File: src/rtl/fir_multimode.sv
// fir_multimode: time-multiplexed FIR filter, one MAC per clock.
// Modes: 0 = low-pass (coefficients as stored), 1 = high-pass (spectral
// inversion), 2/3 = bypass with the same latency as the filter paths.
// Optional build macro FIR_SAT_EN: saturate the result to the DW range;
// without it the result wraps (low DW bits kept).
//
// state | meaning
// IDLE  | waiting for a sample strobe edge; coefficient writes accepted
// MAC   | TAPS cycles, one product accumulated per cycle (newest sample first)
// OUT   | one cycle; dout/dout_valid load on the edge that ends it
module fir_multimode #(
  parameter int DW   = 12,
  parameter int CW   = 16,
  parameter int TAPS = 32,
  parameter int CF   = 15
) (
  input  logic                      clk,
  input  logic                      rst,
  input  logic                      f_s,
  input  logic signed [DW-1:0]      din,
  input  logic [1:0]                mode,
  input  logic                      coef_we,
  input  logic [$clog2(TAPS)-1:0]   coef_addr,
  input  logic signed [CW-1:0]      coef_wdata,
  output logic signed [DW-1:0]      dout,
  output logic                      dout_valid,
  output logic                      busy,
  output logic                      overrun
);

  localparam int AW   = $clog2(TAPS);
  localparam int PW   = DW + CW;
  localparam int ACCW = DW + CW + AW;

  localparam logic signed [ACCW-1:0] RND  = {{(ACCW-CF){1'b0}}, 1'b1, {(CF-1){1'b0}}};
  localparam logic signed [ACCW-1:0] MAXV = {{(ACCW-DW+1){1'b0}}, {(DW-1){1'b1}}};
  localparam logic signed [ACCW-1:0] MINV = {{(ACCW-DW+1){1'b1}}, {(DW-1){1'b0}}};

  typedef enum logic [1:0] {IDLE, MAC, OUT} state_t;

  state_t                 state, state_nxt;
  logic                   start;
  logic                   fs_sync1, fs_sync2, fs_prev, fs_edge;
  logic signed [DW-1:0]   dline [TAPS];
  logic signed [CW-1:0]   coef  [TAPS];
  logic [AW-1:0]          wr_ptr, newest, cnt, k, rd_idx;
  logic signed [DW-1:0]   din_q;
  logic [1:0]             mode_q;
  logic signed [ACCW-1:0] acc;
  logic signed [DW-1:0]   x_cur;
  logic signed [CW-1:0]   h_cur;
  logic signed [PW-1:0]   prod;
  logic signed [ACCW-1:0] prod_ext, term, rnd_sum, shifted;
  logic signed [DW-1:0]   result;
  logic                   coef_wr_ok;

  assign fs_edge    = fs_sync2 & ~fs_prev;
  assign busy       = (state != IDLE) | dout_valid;
  assign coef_wr_ok = coef_we & ~busy;

  // Strobe synchroniser plus previous-value flop for rising-edge detection.
  always_ff @(posedge clk) begin
    if (rst) begin
      fs_sync1 <= 1'b0;
      fs_sync2 <= 1'b0;
      fs_prev  <= 1'b0;
    end else begin
      fs_sync1 <= f_s;
      fs_sync2 <= fs_sync1;
      fs_prev  <= fs_sync2;
    end
  end

  // State register.
  always_ff @(posedge clk) begin
    if (rst) state <= IDLE;
    else     state <= state_nxt;
  end

  // Next-state logic; start marks the capture cycle.
  always_comb begin
    state_nxt = state;
    start     = 1'b0;
    case (state)
      IDLE: if (fs_edge) begin
        state_nxt = MAC;
        start     = 1'b1;
      end
      MAC:  if (cnt == '0) state_nxt = OUT;
      OUT:  state_nxt = IDLE;
      default: state_nxt = IDLE;
    endcase
  end

  // Current product: k counts up as cnt counts down; odd taps negated in HPF.
  always_comb begin
    k        = ~cnt;
    rd_idx   = newest - k;
    x_cur    = dline[rd_idx];
    h_cur    = coef[k];
    prod     = x_cur * h_cur;
    prod_ext = {{AW{prod[PW-1]}}, prod};
    term     = (mode_q == 2'd1 && k[0]) ? -prod_ext : prod_ext;
  end

  // Round half up, scale by CF, then reduce to DW bits.
  always_comb begin
    rnd_sum = acc + RND;
    shifted = rnd_sum >>> CF;
`ifdef FIR_SAT_EN
    if (shifted > MAXV)      result = MAXV[DW-1:0];
    else if (shifted < MINV) result = MINV[DW-1:0];
    else                     result = DW'(shifted);
`else
    result = DW'(shifted);
`endif
    if (mode_q[1]) result = din_q;
  end

  // Datapath: coefficient file, delay line, accumulator, outputs.
  always_ff @(posedge clk) begin
    if (rst) begin
      for (int i = 0; i < TAPS; i++) begin
        dline[i] <= '0;
        coef[i]  <= '0;
      end
      wr_ptr     <= '0;
      newest     <= '0;
      cnt        <= '0;
      din_q      <= '0;
      mode_q     <= '0;
      acc        <= '0;
      dout       <= '0;
      dout_valid <= 1'b0;
      overrun    <= 1'b0;
    end else begin
      dout_valid <= 1'b0;
      if (coef_wr_ok) coef[coef_addr] <= coef_wdata;
      if (fs_edge && state != IDLE) overrun <= 1'b1;
      case (state)
        IDLE: if (start) begin
          din_q          <= din;
          mode_q         <= mode;
          dline[wr_ptr]  <= din;
          newest         <= wr_ptr;
          wr_ptr         <= wr_ptr + 1'b1;
          acc            <= '0;
          cnt            <= AW'(TAPS - 1);
        end
        MAC: begin
          acc <= acc + term;
          cnt <= cnt - 1'b1;
        end
        OUT: begin
          dout       <= result;
          dout_valid <= 1'b1;
        end
        default: ;
      endcase
    end
  end

endmodule

File: config.mk
export PLATFORM = sky130hd
export DESIGN_NAME = fir_multimode
export DESIGN_NICKNAME = d
export VERILOG_FILES = /design/src/rtl/fir_multimode.sv
export SDC_FILE = /design/constraint.sdc
export NUM_CORES = 2
export LEC_CHECK = 0
export CAP_MARGIN = 5
export CORE_MARGIN = 1.5
export CORE_UTILIZATION = 55
export CTS_CLUSTER_SIZE = 14
export DETAILED_ROUTE_END_ITERATION = 10
export GPL_TIMING_DRIVEN = 0
export PLACE_DENSITY = 0.78
export SLEW_MARGIN = 20
export SYNTH_ARGS = -nofsm -noshare
export SYNTH_HDL_FRONTEND = slang
export SYNTH_SLANG_ARGS = --single-unit
File: constraint.sdc
create_clock -name clk -period 15.6 [get_ports clk]
set_input_delay 3.9 -clock clk [delete_from_list [all_inputs] [get_ports clk]]
set_output_delay 3.9 -clock clk [all_outputs]
set_load 0.03 [all_outputs]
# After elaboration in Yosys (flattened, before gate mapping)
# Memories as Yosys holds them, arrays and structs flattened.
# Cells that the tools add are included.
[word_totals]
ram_bits = 896
ff_bits = 81
mem_count = 2
elab_cells = 72
input_bits = 39
rom_bits = 0
latch_bits = 0
out_inout_bits = 15
[op_classes]
n_shift = 0
order_cmp = 0
mul = 1
div_mod_pow = 0
mux = 27
bitwise = 6
n_reduce_logical = 11
n_eq_ne = 6
n_addsub = 6
[mem_list]
columns = ["memory", "words", "word_bits", "rd", "rd_ports_with_merged_regs", "write_ports", "line", "source"]
rows = [
  ["coef", 32, 16, 1, 0, 32, "45", "logic signed [CW-1:0] coef [TAPS];"],
  ["dline", 32, 12, 1, 0, 32, "44", "logic signed [DW-1:0] dline [TAPS];"],
]
[ops]
columns = ["operator", "n"]
rows = [
  ["33-bit 2-to-1 mux", 2],
  ["33-bit one-hot mux with 2 select lines", 1],
  ["33-bit adder", 1],
  ["28-bit negation with 33-bit output", 1],
  ["12-bit by 16-bit multiplier with 28-bit output", 1],
  ["27-bit by 16-bit adder with 27-bit output (second input constant)", 1],
  ["12-bit 2-to-1 mux", 2],
  ["16-bit 2-to-1 mux", 1],
  ["16-bit OR reduction", 1],
  ["5-bit 2-to-1 mux", 3],
  ["1-bit 2-to-1 mux", 14],
  ["12-bit OR reduction", 1],
  ["5-bit one-hot mux with 2 select lines", 1],
  ["2-bit != test (second input constant)", 3],
  ["2-bit AND reduction", 3],
  ["5-bit by 1-bit adder with 5-bit output (second input constant)", 1],
  ["5-bit logical NOT", 1],
  ["5-bit NOT", 1],
  ["5-bit by 1-bit subtractor with 5-bit output (second input constant)", 1],
  ["5-bit subtractor", 1],
  ["2-bit by 1-bit == test with 1-bit output (second input constant)", 2],
  ["2-bit 2-to-1 mux", 2],
  ["2-bit one-hot mux with 2 select lines", 1],
  ["2-bit nonzero test", 2],
  ["other kinds (6)", 9],
]

# Longest topological paths before layout
[depth]
depth_word = 10
depth_mapped = 49
mapped_depth_nobuf = 41

# Least setup slack after synthesis
# OpenSTA, ideal clock, no wires.
[synth_timing]
path_kind = "reg-to-reg"
start = "register cnt[0]"
end = "register acc[26]"
path_slack_ns = 4.418
period_less_slack_ns = 11.182
path_buffers = 10
arrival_time_ns = 11.065
required_ns = 15.483
stages_incl_launch_ff = 43
setup_ns = 0.117
cell_sequence = "dfxtp_1 > buf_2 > buf_6 > buf_2 > buf_2 > buf_2 > inv_1 > ha_1 > buf_2 > buf_6 > buf_2 > buf_1 > mux4_2 > mux4_2 > mux2_2 > buf_2 > nand2_1 > fa_1 > [... 7 more ...] > ha_1 > and3_1 > a221o_1 > a211o_1 > a31o_1 > xor2_1 > or3_1 > o21ai_0 > xnor2_1 > ha_1 > and3_1 > nand2_1 > o211ai_1 > o221ai_1 > o21ai_0 > xnor3_1 > xnor2_1 > a22o_1"
[synth_via]
elab_chain_cells = 8
elab_cells_between_ends = 10
cone_classes = "add/sub: 3; mul: 1; mux: 2; bitwise: 1; reduce/logical: 1; memory: 2"
[synth_rtl]
columns = ["item", "line", "source"]
rows = [
  ["from (decl)", "46", "logic [AW-1:0] wr_ptr, newest, cnt, k, rd_idx;"],
  ["from (signal assigned)", "148", "cnt <= AW'(TAPS - 1);"],
  ["from (signal assigned)", "152", "cnt <= cnt - 1'b1;"],
  ["5-bit NOT *", "97", "k = ~cnt;"],
  ["5-bit subtractor", "98", "rd_idx = newest - k;"],
  ["memory read 32 x 12 bit", "n/a", ""],
  ["12-bit by 16-bit multiplier with 28-bit output", "101", "prod = x_cur * h_cur;"],
  ["28-bit negation with 33-bit output", "103", "term = (mode_q == 2'd1 && k[0]) ? -prod_ext : prod_ext;"],
  ["33-bit 2-to-1 mux *", "103", ""],
  ["33-bit adder *", "151", "acc <= acc + term;"],
  ["33-bit one-hot mux with 2 select lines *", "140", "case (state)"],
  ["to (signal assigned)", "151", ""],
  ["to (decl)", "49", "logic signed [ACCW-1:0] acc;"],
]
# Mark *: on every way between the ends. The rest lies on a longest branch, timed or not.
# A chain may end at the register's enable or synchronous reset.

# Final worst setup path
# Same ends and word-level chain as after synthesis.

==> impl_metrics.tcl <==
set metrics [dict create \
    slew_viol_final 0 \
    postCtsSetupRepairBufs 0 \
    cts_max_level 3 \
    finalWeightedCongestion 0.928 \
    cts_buffer_depth 3 \
    critPathCaptureType "flip-flop" \
    dp_hpwl_microns 99900 \
    synth-edff-count 896 \
    postCtsHoldBufs 0 \
    tritoncts "built" \
    synthCells 3926 \
    wl_microns 138000 \
    antenna_found_initial 4 \
    crit_fanout 10 \
    worst_path_max_delay_cell "buf_1" \
    wl_per_cell_microns 25.5 \
    grt_max_degree 17 \
    critPathLaunchType "flip-flop" \
    post-route-period-util 0.936 \
    critical_path_arrival_ps 15170 \
    cts_resized 0 \
    nets 4392 \
    netlist_area_sq_um 52800 \
    finalSetupTns_ps 0 \
    grt_overflow_total 0 \
    hold_violations 0 \
    first_iter_violations 3564 \
    clk_pin_slew_ps 60 \
    placed_area_sq_um 54900 \
    synth-seq-cells 971 \
    yosysWarnings 0 \
    clkSinkCount 971 \
    initial_core_util 0.555 \
    die_h_microns 313 \
    ys_async_sr_fraction 0 \
    boundaryPins 54 \
    p_leak_nw 21.9 \
    outcome "complete, no violations" \
    ir_worst_vdd_mv 0.364 \
    postSynthAreaPerCell_sq_um 13.4 \
    drcViolationCount 0 \
    ys_seq_area_frac 0.538 \
    yosysUniqueCellTypes 74 \
    first_pass_iters 9 \
    hold_class "reg2reg" \
    worstMarginPinSlew_ps 1200 \
    core_sq_um 95000 \
    io_buffer_count 53 \
    die_width_microns 313 \
    cpPeakStageDelay_ps 800 \
    final_antenna_net_count 0 \
    clock.fmax_mhz 68.5 \
    fin_crit_ps 14600 \
    synth_ff_type "edfxtp_1" \
    max-slew-margin-rel 0.203 \
    synthesis.nets 4236 \
    dieArea_sq_um 97800 \
    fin_area_sq_um 58200 \
    numCtsBuffers 101 \
    vias 32300 \
    p_per_area_nw_per_um2 217 \
    rows 113 \
    crit_required_ps 16170 \
    clk-insertion-delay-late_ps 680 \
    root_buffer "clkbuf_16" \
    worstSetupPathType "reg2reg" \
    grt_pass1_wl_microns 208000 \
    vias_per_cell 5.95 \
    cpMostUsedCell "inv_1" \
    grt.total_usage 0.288 \
    drive_above_1_share 0.138 \
    grt_pass1_vias 33300 \
    rsz0062_at_grt "no" \
    area_growth_pct 10.2 \
    fin_skew_ps 23.4 \
    maxCapViolCount 0 \
    setup_viol 0 \
    r2r_setup_slack_ps 1000 \
]
[layout by cell type, fill, tap and decap left out, types with 35 or more instances in the layout]
master,synthesis,final
and2_1,956,956
edfxtp_1,896,896
mux4_2,272,272
nand2_1,241,241
clkbuf_1,224,240
inv_1,224,224
fa_1,176,176
nor2_1,119,119
clkbuf_16,0,102
ha_1,95,95
a21oi_1,85,85
dfxtp_1,75,75
or2_2,66,66
xnor2_1,59,59
clkdlybuf4s50_1,0,53
nand3_1,44,44
buf_2,28,35
[area by class of cell]
type,count,area [sq um]
antenna,4,10.0
buffer,283,1140
clock buffer,121,2620
clock inverter,64,633
fill,7096,36900
inverter,225,845
multi-input combinational,2447,22400
sequential,971,28400
tap,1265,1580
timing repair buffer,53,531
[cells by family after synthesis]
| logic type | synth area share |
|---|---|
| AO/OA/AOI/OAI | 0.0276 |
| XOR/XNOR | 0.0162 |
| adder cells (fa/ha/maj) | 0.0893 |
| buffers and inverters | 0.0373 |
| flip-flops | 0.538 |
| multiplexers | 0.125 |
| AND/OR/NAND/NOR | 0.166 |
[final timing paths]
check	cells past startpoint	start	endpoint
hold / removal	1	fs_sync1$_SDFF_PP0_	fs_sync2$_SDFF_PP0_
setup / recovery	47	cnt[0]$_SDFFE_PP0P_	acc[26]$_SDFFE_PP0P_
setup reg to reg	47	cnt[0]$_SDFFE_PP0P_	acc[26]$_SDFFE_PP0P_
hold reg to reg	1	fs_sync1$_SDFF_PP0_	fs_sync2$_SDFF_PP0_
[synthesized netlist by cell type (all sizes together), types with 30 or more instances]
master,instances,share of area
nand2,242,0.017
a21oi,86,0.0082
or2,66,0.0078
xor2,31,0.0051
nand3,44,0.0042
clkbuf,224,0.016
dfxtp,75,0.028
edfxtp,896,0.51
fa,176,0.067
o21ai,36,0.0034
inv,225,0.016
mux2,30,0.0064
xnor2,61,0.011
buf,59,0.0054
nor2,120,0.0086
ha,95,0.023
and2,956,0.11
mux4,272,0.12
[where the power goes]
group	switching [mW]	internal [mW]
logic	4.25	2.98
registers	0.0516	2.94
clock network	1.05	1.37
total	5.35	7.29
[sequential cells by signal (all words and copies together) (netlist names), 2 cells and up]
signal / cells
mode_q: 2
coef: 512
wr_ptr: 5
din_q: 12
cnt: 5
state: 2
dline: 384
acc: 27
dout: 12
newest: 5
[critical path, delay by kind of cell (launching register included)]
family / cells / cell delay (ps)
simple gates: 6 / 1180
fa+ha+maj: 9 / 3340
buf+inv: 17 / 4950
flops: 1 / 310
mux: 3 / 1720
xor+xnor: 3 / 730
compound gates: 9 / 2200
[stage by stage]
stage	utilization	setup WS (ps)	power, mW	cells	hold slack, ps
2_1_floorplan	-	4420	8.60	3926	414
3_3_place_gp	0.577	948	10.0	5244	420
3_5_place_dp	0.578	1170	10.1	5244	439
4_1_cts	0.612	1110	12.6	5429	452
5_1_grt	0.612	453	13.6	5429	455
6_report	0.612	998	12.6	5433	443
[per-layer routing]
layer / up-vias / track usage / routed length, microns
li1: 14100 / - / -
met1: 16400 / 0.377 / 52000
met2: 1540 / 0.476 / 68100
met3: 308 / 0.0543 / 12200
met4: 2 / 0.115 / 5980
met5: - / 0 / 13
Note: power is estimated with default switching activity, not from simulation.
